<file path="src/rtl/instr_fetch_unit_if.sv">
// Bus bundle between the fetch unit, its instruction RAM and the execute stage.
// The master side belongs to the fetch unit; the slave side is the RAM/execute environment.
interface instr_fetch_unit_if #(
  parameter int unsigned ADDR_WIDTH = 12,
  parameter int unsigned DATA_WIDTH = 16
) ();

  logic                  run;
  logic [ADDR_WIDTH-1:0] mem_addr;
  logic                  mem_rd_en;
  logic [DATA_WIDTH-1:0] mem_rdata;
  logic [DATA_WIDTH-1:0] instr;
  logic [ADDR_WIDTH-1:0] instr_pc;
  logic                  instr_valid;
  logic                  instr_ready;
  logic                  redirect_valid;
  logic [ADDR_WIDTH-1:0] redirect_pc;

  modport master (
    input  run,
    input  mem_rdata,
    input  instr_ready,
    input  redirect_valid,
    input  redirect_pc,
    output mem_addr,
    output mem_rd_en,
    output instr,
    output instr_pc,
    output instr_valid
  );

  modport slave (
    output run,
    output mem_rdata,
    output instr_ready,
    output redirect_valid,
    output redirect_pc,
    input  mem_addr,
    input  mem_rd_en,
    input  instr,
    input  instr_pc,
    input  instr_valid
  );

endinterface

</file>
<file path="src/rtl/instr_fetch_unit.sv">
// Instruction-fetch front end: owns the PC, issues 1-cycle-latency RAM reads and buffers
// returned words with their addresses in a small in-order FIFO toward execute.
module instr_fetch_unit #(
  parameter int unsigned           ADDR_WIDTH = 12,
  parameter int unsigned           DATA_WIDTH = 16,
  parameter logic [ADDR_WIDTH-1:0] RESET_PC   = ADDR_WIDTH'('h100),
  parameter int unsigned           FIFO_DEPTH = 4
) (
  input logic                clk,
  input logic                rst_n,
  instr_fetch_unit_if.master bus_io
);

  localparam int unsigned PtrW = (FIFO_DEPTH > 1) ? $clog2(FIFO_DEPTH) : 1;
  localparam int unsigned CntW = $clog2(FIFO_DEPTH + 1);
  localparam int unsigned OccW = CntW + 1;

  logic [ADDR_WIDTH-1:0] pc_q, pc_d;
  logic [ADDR_WIDTH-1:0] mem_addr_q, mem_addr_d;
  logic                  rd_en_q, rd_en_d;  // p0: request on the bus this cycle
  logic                  p1_q;              // data for tag1_q is on mem_rdata this cycle
  logic [ADDR_WIDTH-1:0] tag1_q;

  logic [DATA_WIDTH-1:0] fifo_data_q [FIFO_DEPTH];
  logic [ADDR_WIDTH-1:0] fifo_pc_q   [FIFO_DEPTH];
  logic [PtrW-1:0]       rd_ptr_q, rd_ptr_d;
  logic [PtrW-1:0]       wr_ptr_q, wr_ptr_d;
  logic [CntW-1:0]       count_q, count_d;

  logic            pop;
  logic            push;
  logic            issue;
  logic [OccW-1:0] occ;

  // Credit check counts words already in flight so every returning word has a slot.
  always_comb begin
    pop   = (count_q != '0) & bus_io.instr_ready;
    push  = p1_q;
    occ   = OccW'(count_q) + OccW'(rd_en_q) + OccW'(p1_q) - OccW'(pop);
    issue = bus_io.run & (occ < OccW'(FIFO_DEPTH));

    rd_en_d    = issue;
    mem_addr_d = issue ? pc_q : mem_addr_q;
    pc_d       = issue ? pc_q + ADDR_WIDTH'(2) : pc_q;

    rd_ptr_d = rd_ptr_q;
    if (pop) begin
      rd_ptr_d = (rd_ptr_q == PtrW'(FIFO_DEPTH - 1)) ? '0 : rd_ptr_q + 1'b1;
    end
    wr_ptr_d = wr_ptr_q;
    if (push) begin
      wr_ptr_d = (wr_ptr_q == PtrW'(FIFO_DEPTH - 1)) ? '0 : wr_ptr_q + 1'b1;
    end
    count_d = count_q + CntW'(push) - CntW'(pop);
  end

  always_ff @(posedge clk or negedge rst_n) begin
    if (!rst_n) begin
      pc_q       <= RESET_PC;
      mem_addr_q <= RESET_PC;
      rd_en_q    <= 1'b0;
      p1_q       <= 1'b0;
      tag1_q     <= '0;
      rd_ptr_q   <= '0;
      wr_ptr_q   <= '0;
      count_q    <= '0;
      for (int i = 0; i < FIFO_DEPTH; i++) begin
        fifo_data_q[i] <= '0;
        fifo_pc_q[i]   <= '0;
      end
    end else if (bus_io.redirect_valid) begin
      // Flush wins over any pop/push this edge; the returning word is dropped.
      pc_q     <= {bus_io.redirect_pc[ADDR_WIDTH-1:1], 1'b0};
      rd_en_q  <= 1'b0;
      p1_q     <= 1'b0;
      rd_ptr_q <= '0;
      wr_ptr_q <= '0;
      count_q  <= '0;
    end else begin
      pc_q       <= pc_d;
      mem_addr_q <= mem_addr_d;
      rd_en_q    <= rd_en_d;
      p1_q       <= rd_en_q;
      tag1_q     <= mem_addr_q;
      rd_ptr_q   <= rd_ptr_d;
      wr_ptr_q   <= wr_ptr_d;
      count_q    <= count_d;
      if (push) begin
        fifo_data_q[wr_ptr_q] <= bus_io.mem_rdata;
        fifo_pc_q[wr_ptr_q]   <= tag1_q;
      end
    end
  end

  assign bus_io.mem_addr    = mem_addr_q;
  assign bus_io.mem_rd_en   = rd_en_q;
  assign bus_io.instr       = fifo_data_q[rd_ptr_q];
  assign bus_io.instr_pc    = fifo_pc_q[rd_ptr_q];
  assign bus_io.instr_valid = (count_q != '0);

endmodule

</file>
<file path="src/flat_wrapper.sv">
// flat-port wrapper written by rule: the top's interface ports become plain ports
module instr_fetch_unit_flat 
#(
  parameter int unsigned           ADDR_WIDTH = 12,
  parameter int unsigned           DATA_WIDTH = 16,
  parameter logic [ADDR_WIDTH-1:0] RESET_PC   = ADDR_WIDTH'('h100),
  parameter int unsigned           FIFO_DEPTH = 4
)
  (clk, rst_n, bus_io_run, bus_io_mem_rdata, bus_io_instr_ready, bus_io_redirect_valid, bus_io_redirect_pc, bus_io_mem_addr, bus_io_mem_rd_en, bus_io_instr, bus_io_instr_pc, bus_io_instr_valid);
  instr_fetch_unit_if #(.ADDR_WIDTH(ADDR_WIDTH), .DATA_WIDTH(DATA_WIDTH)) bus_io_i ();
  input logic clk;
  input logic rst_n;
  input wire logic [$bits(bus_io_i.run)-1:0] bus_io_run;
  input wire logic [$bits(bus_io_i.mem_rdata)-1:0] bus_io_mem_rdata;
  input wire logic [$bits(bus_io_i.instr_ready)-1:0] bus_io_instr_ready;
  input wire logic [$bits(bus_io_i.redirect_valid)-1:0] bus_io_redirect_valid;
  input wire logic [$bits(bus_io_i.redirect_pc)-1:0] bus_io_redirect_pc;
  output wire logic [$bits(bus_io_i.mem_addr)-1:0] bus_io_mem_addr;
  output wire logic [$bits(bus_io_i.mem_rd_en)-1:0] bus_io_mem_rd_en;
  output wire logic [$bits(bus_io_i.instr)-1:0] bus_io_instr;
  output wire logic [$bits(bus_io_i.instr_pc)-1:0] bus_io_instr_pc;
  output wire logic [$bits(bus_io_i.instr_valid)-1:0] bus_io_instr_valid;
  assign bus_io_i.run = bus_io_run;
  assign bus_io_i.mem_rdata = bus_io_mem_rdata;
  assign bus_io_i.instr_ready = bus_io_instr_ready;
  assign bus_io_i.redirect_valid = bus_io_redirect_valid;
  assign bus_io_i.redirect_pc = bus_io_redirect_pc;
  assign bus_io_mem_addr = bus_io_i.mem_addr;
  assign bus_io_mem_rd_en = bus_io_i.mem_rd_en;
  assign bus_io_instr = bus_io_i.instr;
  assign bus_io_instr_pc = bus_io_i.instr_pc;
  assign bus_io_instr_valid = bus_io_i.instr_valid;
  instr_fetch_unit #(.ADDR_WIDTH(ADDR_WIDTH), .DATA_WIDTH(DATA_WIDTH), .RESET_PC(RESET_PC), .FIFO_DEPTH(FIFO_DEPTH)) u_core (.clk(clk), .rst_n(rst_n), .bus_io(bus_io_i));
endmodule
</file>
<file path="config.mk">
export PLATFORM = sky130hd
export DESIGN_NAME = instr_fetch_unit_flat
export DESIGN_NICKNAME = d
export VERILOG_FILES = /design/src/rtl/instr_fetch_unit_if.sv /design/src/rtl/instr_fetch_unit.sv /design/src/flat_wrapper.sv
export SDC_FILE = /design/constraint.sdc
export NUM_CORES = 1
export LEC_CHECK = 0
export ABC_AREA = 1
export BUFFER_PORTS_ARGS = -buffer_cell sky130_fd_sc_hd__buf_2
export CORE_ASPECT_RATIO = 1.75
export CORE_MARGIN = 10
export CORE_UTILIZATION = 53
export DETAILED_ROUTE_END_ITERATION = 12
export HOLD_SLACK_MARGIN = 0.02
export PLACE_DENSITY = 0.76
export RECOVER_POWER = 25
export SKIP_LAST_GASP = 1
export SYNTH_ARGS = -nofsm -noshare
export SYNTH_HDL_FRONTEND = slang
export SYNTH_SLANG_ARGS = --single-unit
</file>
<file path="constraint.sdc">
create_clock -name clk -period 2 [get_ports clk]
set_clock_uncertainty 0.15 [all_clocks]
set_input_delay 0.3 -clock clk [delete_from_list [all_inputs] [get_ports clk]]
set_output_delay 0.3 -clock clk [all_outputs]
set_load 0.03 [all_outputs]
</file>
After elaboration in Yosys (flattened, before gate mapping). Index checks and enable logic that the tools add are counted.

Register bits after elaboration: 157. Bits of input ports: 33. Output and inout port bits: 42. Word-level logic and storage cells: 65.

Add/sub/neg operators: 8. Order comparisons: 4. Eq/ne operators: 2. Muxes and demuxes: 23. Bitwise operators: 5. Reductions and logical operators: 7.

Operators by type and width (number): bitwise mux 64 bit (1); two-way mux 12 bit (5); bitwise mux 48 bit (1); two-way mux 16 bit (3); binary-select mux 16 bit (select 2 bit) (1); demux 16 bit (select 2 bit) (1); binary-select mux 12 bit (select 2 bit) (1); demux 12 bit (select 2 bit) (1); adder 12 x 2 -> 12 bit, second input constant (1); two-way mux 2 bit (6); >= comparator 3 bit, second input constant (2); NOT 2 -> 3 bit (2); nonzero test 2 bit (3); adder 2 x 1 -> 2 bit, second input constant (2); adder 3 x 1 -> 4 bit (1); adder 4 x 1 -> 4 bit (1); == test 2 bit, second input constant (2); less-than comparator 4 x 3 -> 1 bit, second input constant (1); AND reduction 2 bit (2); subtractor 4 x 1 -> 4 bit (1); adder 3 x 1 -> 3 bit (1); less-than comparator 3 x 1 -> 1 bit, second input constant (1); two-way mux 3 bit (1); nonzero test 3 bit (1); other kinds (5) (7).

Logic depth before layout (Yosys ltp).
Depth after elaboration: 7. Depth in mapped cells: 18. Depth with buffers taken out: 17.

Worst setup path after synthesis. No wires, ideal clock.

Kind: reg2reg. Start point: register u_core.count_q[1]. End point: register u_core.mem_addr_q[10], in the netlist u_core.bus_io.mem_addr[10]. Setup time: 118 ps. Arrival: 2209 ps. Data required time: 1732 ps. Slack: -477 ps. Stages on the path, launching flop included: 18. Path buffers: 1. Clock period less this slack: 2477 ps. Path through: dfrtp_1 nor2_1 nand2_1 nand2_1 inv_1 ha_1 inv_1 ha_1 nand2_1 nand2_1 nand2_1 nand3_1 nand2_1 nor2_2 nand3_2 buf_2 nand2_1 nand2_1.

Cells in the longest elaborated chain, start to end: 6. Elaborated cells on any way between the ends: 8. Classes of those cells: add/sub (3); order compare (1); bitwise (2); reduce/logical (2).

Ends and longest elaborated chain: start: declaration (line instr_fetch_unit.sv:28) `logic [CntW-1:0] count_q, count_d;`; start signal: assignment (line instr_fetch_unit.sv:87) `count_q <= count_d;`; nonzero test 3 bit; via bus_io_instr_valid (line flat_wrapper.sv:22) `output wire logic [$bits(bus_io_i.instr_valid)-1:0] bus_io_instr_valid;`; AND 1 bit (line instr_fetch_unit.sv:37) `pop = (count_q != '0) & bus_io.instr_ready;`; subtractor 4 x 1 -> 4 bit (line instr_fetch_unit.sv:39) `occ = OccW'(count_q) + OccW'(rd_en_q) + OccW'(p1_q) - OccW'(pop);`; less-than comparator 4 x 3 -> 1 bit (line instr_fetch_unit.sv:40) `issue = bus_io.run & (occ < OccW'(FIFO_DEPTH));`; AND 1 bit (line instr_fetch_unit.sv:40); AND reduction 2 bit (no source line); end signal: assignment (line instr_fetch_unit.sv:81) `mem_addr_q <= mem_addr_d;`; end: declaration (line instr_fetch_unit.sv:19) `logic [ADDR_WIDTH-1:0] mem_addr_q, mem_addr_d;`.

The timed path passes the listed nets, and every way through them passes these cells. A chain may end at the register's enable or synchronous reset.

Worst setup path after layout.
Start point: register u_core.count_q[1]. End point: register u_core.mem_addr_q[1], in the netlist u_core.bus_io.mem_addr[1].

Cells in the longest elaborated chain, start to end: 6. Elaborated cells on any way between the ends: 8. Classes of those cells: add/sub (3); order compare (1); bitwise (2); reduce/logical (2).

Ends and longest elaborated chain (line): adder 3 x 1 -> 4 bit / nonzero test 3 bit (equally long branches) (instr_fetch_unit.sv:39, instr_fetch_unit.sv:37); adder 4 x 1 -> 4 bit / AND 1 bit (equally long branches) (instr_fetch_unit.sv:39, instr_fetch_unit.sv:37); subtractor 4 x 1 -> 4 bit (*) (instr_fetch_unit.sv:39); less-than comparator 4 x 3 -> 1 bit (*) (instr_fetch_unit.sv:40); AND 1 bit (*) (instr_fetch_unit.sv:40); AND reduction 2 bit (no source line) (*).

Mark *: on every way between the ends. The rest lies on a longest branch, timed or not.

==> impl_metrics.py <==
metrics = {
    "run_status": {
        "status": "finished, violations left",
        "violations": "negative setup slack",
    },
    "critical_path": {
        "crit_buf_inv": 3,
        "path_common_cell": "nand2_2",
        "crit_family": "simple AND/OR/NAND/NOR gates",
        "r2r_end": "u_core.bus_io.mem_addr[1]",
        "critPathArrivalTime_ns": 2.59,
        "critPathRequiredTime_ns": 2.16,
        "path_max_fanout": 6,
        "critPathCaptureType": "flop",
        "worst-r2r-setup-slack_ns": -0.43,
        "critical_path.cell_chain": "nor2_1 -> nand2_2 -> nand2_2 -> inv_2 -> ha_4 -> inv_4 -> ha_4 -> nand2_2 -> nand2_2 -> nand2_2 -> nand3_2 -> nand2_2 -> nor2_4 -> buf_6 -> nand3_4 -> nand2_2 -> nand2_1",
        "crit_type": "flop to flop",
        "reg2reg_depth": 17,
        "reg2reg_from": "u_core.count_q[1]",
        "critical-path-max-stage-delay_ns": 0.38,
        "startpoint_type": "flop",
        "cp_slowest_cell": "dfrtp_1",
    },
    "placed_design": {
        "portBuffers": 71,
        "pre_cts_ws_ns": -0.4533,
        "dp_hpwl_um": 10520,
        "gp_congestion": 0.7722,
    },
    "routing": {
        "drc": 0,
        "drtPass1Iterations": 5,
        "wirelength_um": 22540,
        "drt_iter0_drc": 547,
        "vias": 6549,
        "ant_nets": 0,
        "via_per_inst": 5.927,
        "wire_per_inst_um": 20.40,
    },
    "hold_path": {
        "hold_class": "input pin to flop",
        "whs_path_depth": 3,
        "min-delay-start": "bus_io_mem_rdata[3]",
        "hold_path_end": "u_core.fifo_data_q[51]",
    },
    "timing": {
        "whs_ns": 0.03471,
        "finalSetupViolCount": 52,
        "worst_slack_ns": -0.4290,
        "maxSlewHeadroom_pct": 11.92,
        "drv_slew": 0,
        "rsz0062_at_grt": "true",
        "period_minus_slack_ns": 2.429,
        "hold_viol_final": 0,
        "clock.fmax_mhz": 411.7,
        "fin_crit_sh_pct": 121.5,
        "worst_slew_pin_slew_ns": 1.321,
    },
    "final_layout": {
        "final_util_pct": 77.13,
        "syn2layout_area_growth_pct": 42.11,
        "final_cell_mix": "nand2_1, dfrtp_1, o21ai_0",
        "multiInputGateArea_um2": 3373,
        "regArea_um2": 3759,
        "final_common_cell": "nand2_1",
        "fin_nets": 969,
        "diodes": 0,
        "fillers": 743,
        "drive_gt1_share_pct": 32.98,
    },
    "synth": {
        "seq_area_frac_synth_pct": 55.37,
        "async_flop_share_pct": 100.0,
        "syn_area_um2": 6784,
        "ys_ff_latch": 150,
        "ys_warn_count": 0,
        "synthFlopType": "dfrtp_1",
        "avgSynthCellArea_um2": 8.344,
        "synth.distinct_cells": 26,
        "syn_inst": 813,
        "synth_edf_count": 0,
    },
    "global_routing": {
        "grt_pass1_wl_um": 33620,
        "antenna_found_initial": 0,
        "grt_max_degree": 55,
        "grt.overflow.total": 0,
        "grt_usage_pct": 23.30,
        "grt_pass1_vias": 6590,
    },
    "floorplanning": {
        "core_area_um2": 12500,
        "initial_utilization_pct": 54.27,
        "io_pins": 75,
        "die_w_um": 105.5,
        "dieArea_um2": 17900,
        "die_h_um": 169.7,
        "rows": 54,
    },
    "pwr": {
        "p_switching_mw": 6.464,
        "comb_power_share_pct": 51.3,
        "totalPowerFinal_mw": 15.33,
        "switching_share_pct": 42.18,
        "leakage_nw": 4.546,
        "clkPwrFrac_pct": 20.7,
        "seqPwrFrac_pct": 28.0,
        "p_int_mw": 8.862,
        "max-vdd-ir-drop_uv": 851.2,
        "cellPowerDensity_nw_per_um2": 1590,
    },
    "clock_tree": {
        "worstSkewPairLatency_ns": 0.43,
        "cts_tree": "built",
        "htreeDepth": 4,
        "cts_buffers": 17,
        "clk_pin_slew_ns": 0.07,
        "clockBufferDepth": 2,
        "clock-sinks": 150,
        "root_buffer": "clkbuf_16",
    },
    "flow_run": {
        "drv_cap": 0,
    },
}
[through the flow]
step                      instance area, µm²  instances  TNS, ns
final                                   9641       1105   -13.21
after global routing                    9641       1105   -17.46
after CTS                               9250       1103   -12.43
after detailed placement                7506       1035   -10.16
after global placement                  7506       1035   -8.328
after floorplan                         6832        814   -8.224
[per-layer routing]
metal | GRT usage (%) | wire [µm] | vias up
li1 | - | - | 2899
met1 | 24.80 | 7563 | 3223
met2 | 42.35 | 12410 | 330
met3 | 5.703 | 1406 | 97
met4 | 10.35 | 1157 | 0
met5 | 0 | 0 | -
[synth_stat cells (2+ instances only)]
library cell    n  share of area, %
ha_1           11               2.0
nor2_1         67               3.7
o21ai_0       186                14
o22ai_1        27               2.5
dfrtp_1       148                55
clkbuf_1       35               1.9
inv_1          53               2.9
nand2_1       216                12
nand4_1        12               1.1
buf_2          10              0.74
nand3_1        22               1.6
dfstp_2         2              0.77
nor3_1          3              0.22
buf_1           3              0.17
buf_4           3              0.33
a21oi_1         3              0.22
nand2_2         2              0.18
nor2_2          2              0.18
[power by group through the flow]
stage / sequential, mW / combinational (mW) / clock (mW)
after global routing: 4.35 / 8.36 / 3.30
after global placement: 4.18 / 4.69 / 0
final: 4.29 / 7.86 / 3.17
after floorplan: 4.27 / 3.11 / 0
after CTS: 4.21 / 7.03 / 3.16
after detailed placement: 4.20 / 4.78 / 0
[how the worst max path moves through the flow]
| stage | startpoint | endpoint | slack [ns] | cells after the start |
|---|---|---|---|---|
| after floorplan | u_core.count_q[1] | u_core.pc_q[3] | -0.38 | 17 |
| after global placement | u_core.count_q[1] | u_core.bus_io.mem_addr[10] | -0.37 | 16 |
| after detailed placement | u_core.count_q[1] | u_core.bus_io.mem_addr[9] | -0.45 | 16 |
| after CTS | u_core.count_q[0] | u_core.bus_io.mem_addr[9] | -0.39 | 17 |
| after global routing | u_core.count_q[1] | u_core.bus_io.mem_addr[1] | -0.54 | 17 |
| final | u_core.count_q[1] | u_core.bus_io.mem_addr[1] | -0.43 | 17 |
[tightest hold or removal path: cells and delay by family]
kind / cells / cell delay [ns]
compound gates: 1 / 0.15
buf+inv: 2 / 0.13
[flip-flops by register name, summed over array words and instances, names as in the netlist]
name / cells
u_core.pc_q: 11
u_core.bus_io.mem_addr: 11
u_core.fifo_pc_q: 44
u_core.p1_q: 1
u_core.wr_ptr_q: 2
u_core.bus_io.mem_rd_en: 1
u_core.tag1_q: 11
u_core.rd_ptr_q: 2
u_core.count_q: 3
u_core.fifo_data_q: 64
[cells by family (layout without fill, tap and decap cells)]
logic type | count (synthesis) | count (layout) | share of synthesized area, %
DFF | 150 | 150 | 55.37
buffers and inverters | 106 | 228 | 6.326
and+or+nand+nor | 327 | 328 | 19.37
AOI/OAI and AO/OA | 216 | 216 | 16.43
xor gates and xnor gates | 1 | 1 | 0.1291
other | 1 | 2 | 0.05528
adders and majority gates | 12 | 12 | 2.324
[final cells by class]
| type | count | share of cell area [%] |
|---|---|---|
| Timing Repair Buffer | 142 | 15.63 |
| Tap cell | 168 | 2.180 |
| Inverter | 54 | 2.206 |
| Clock buffer | 18 | 4.555 |
| Sequential cell | 150 | 38.99 |
| Multi-Input combinational cell | 559 | 34.99 |
| Clock inverter | 14 | 1.454 |
[repair_timing]
action,in CTS,in global routing
endpoints found under the setup margin,52,53
gates cloned,16,1
resized for setup,205,103
setup buffers,17,9
pin swaps,61,39
hold endpoints to repair,48,0
hold buffers,5,0
(Power assumes the default switching activity.)
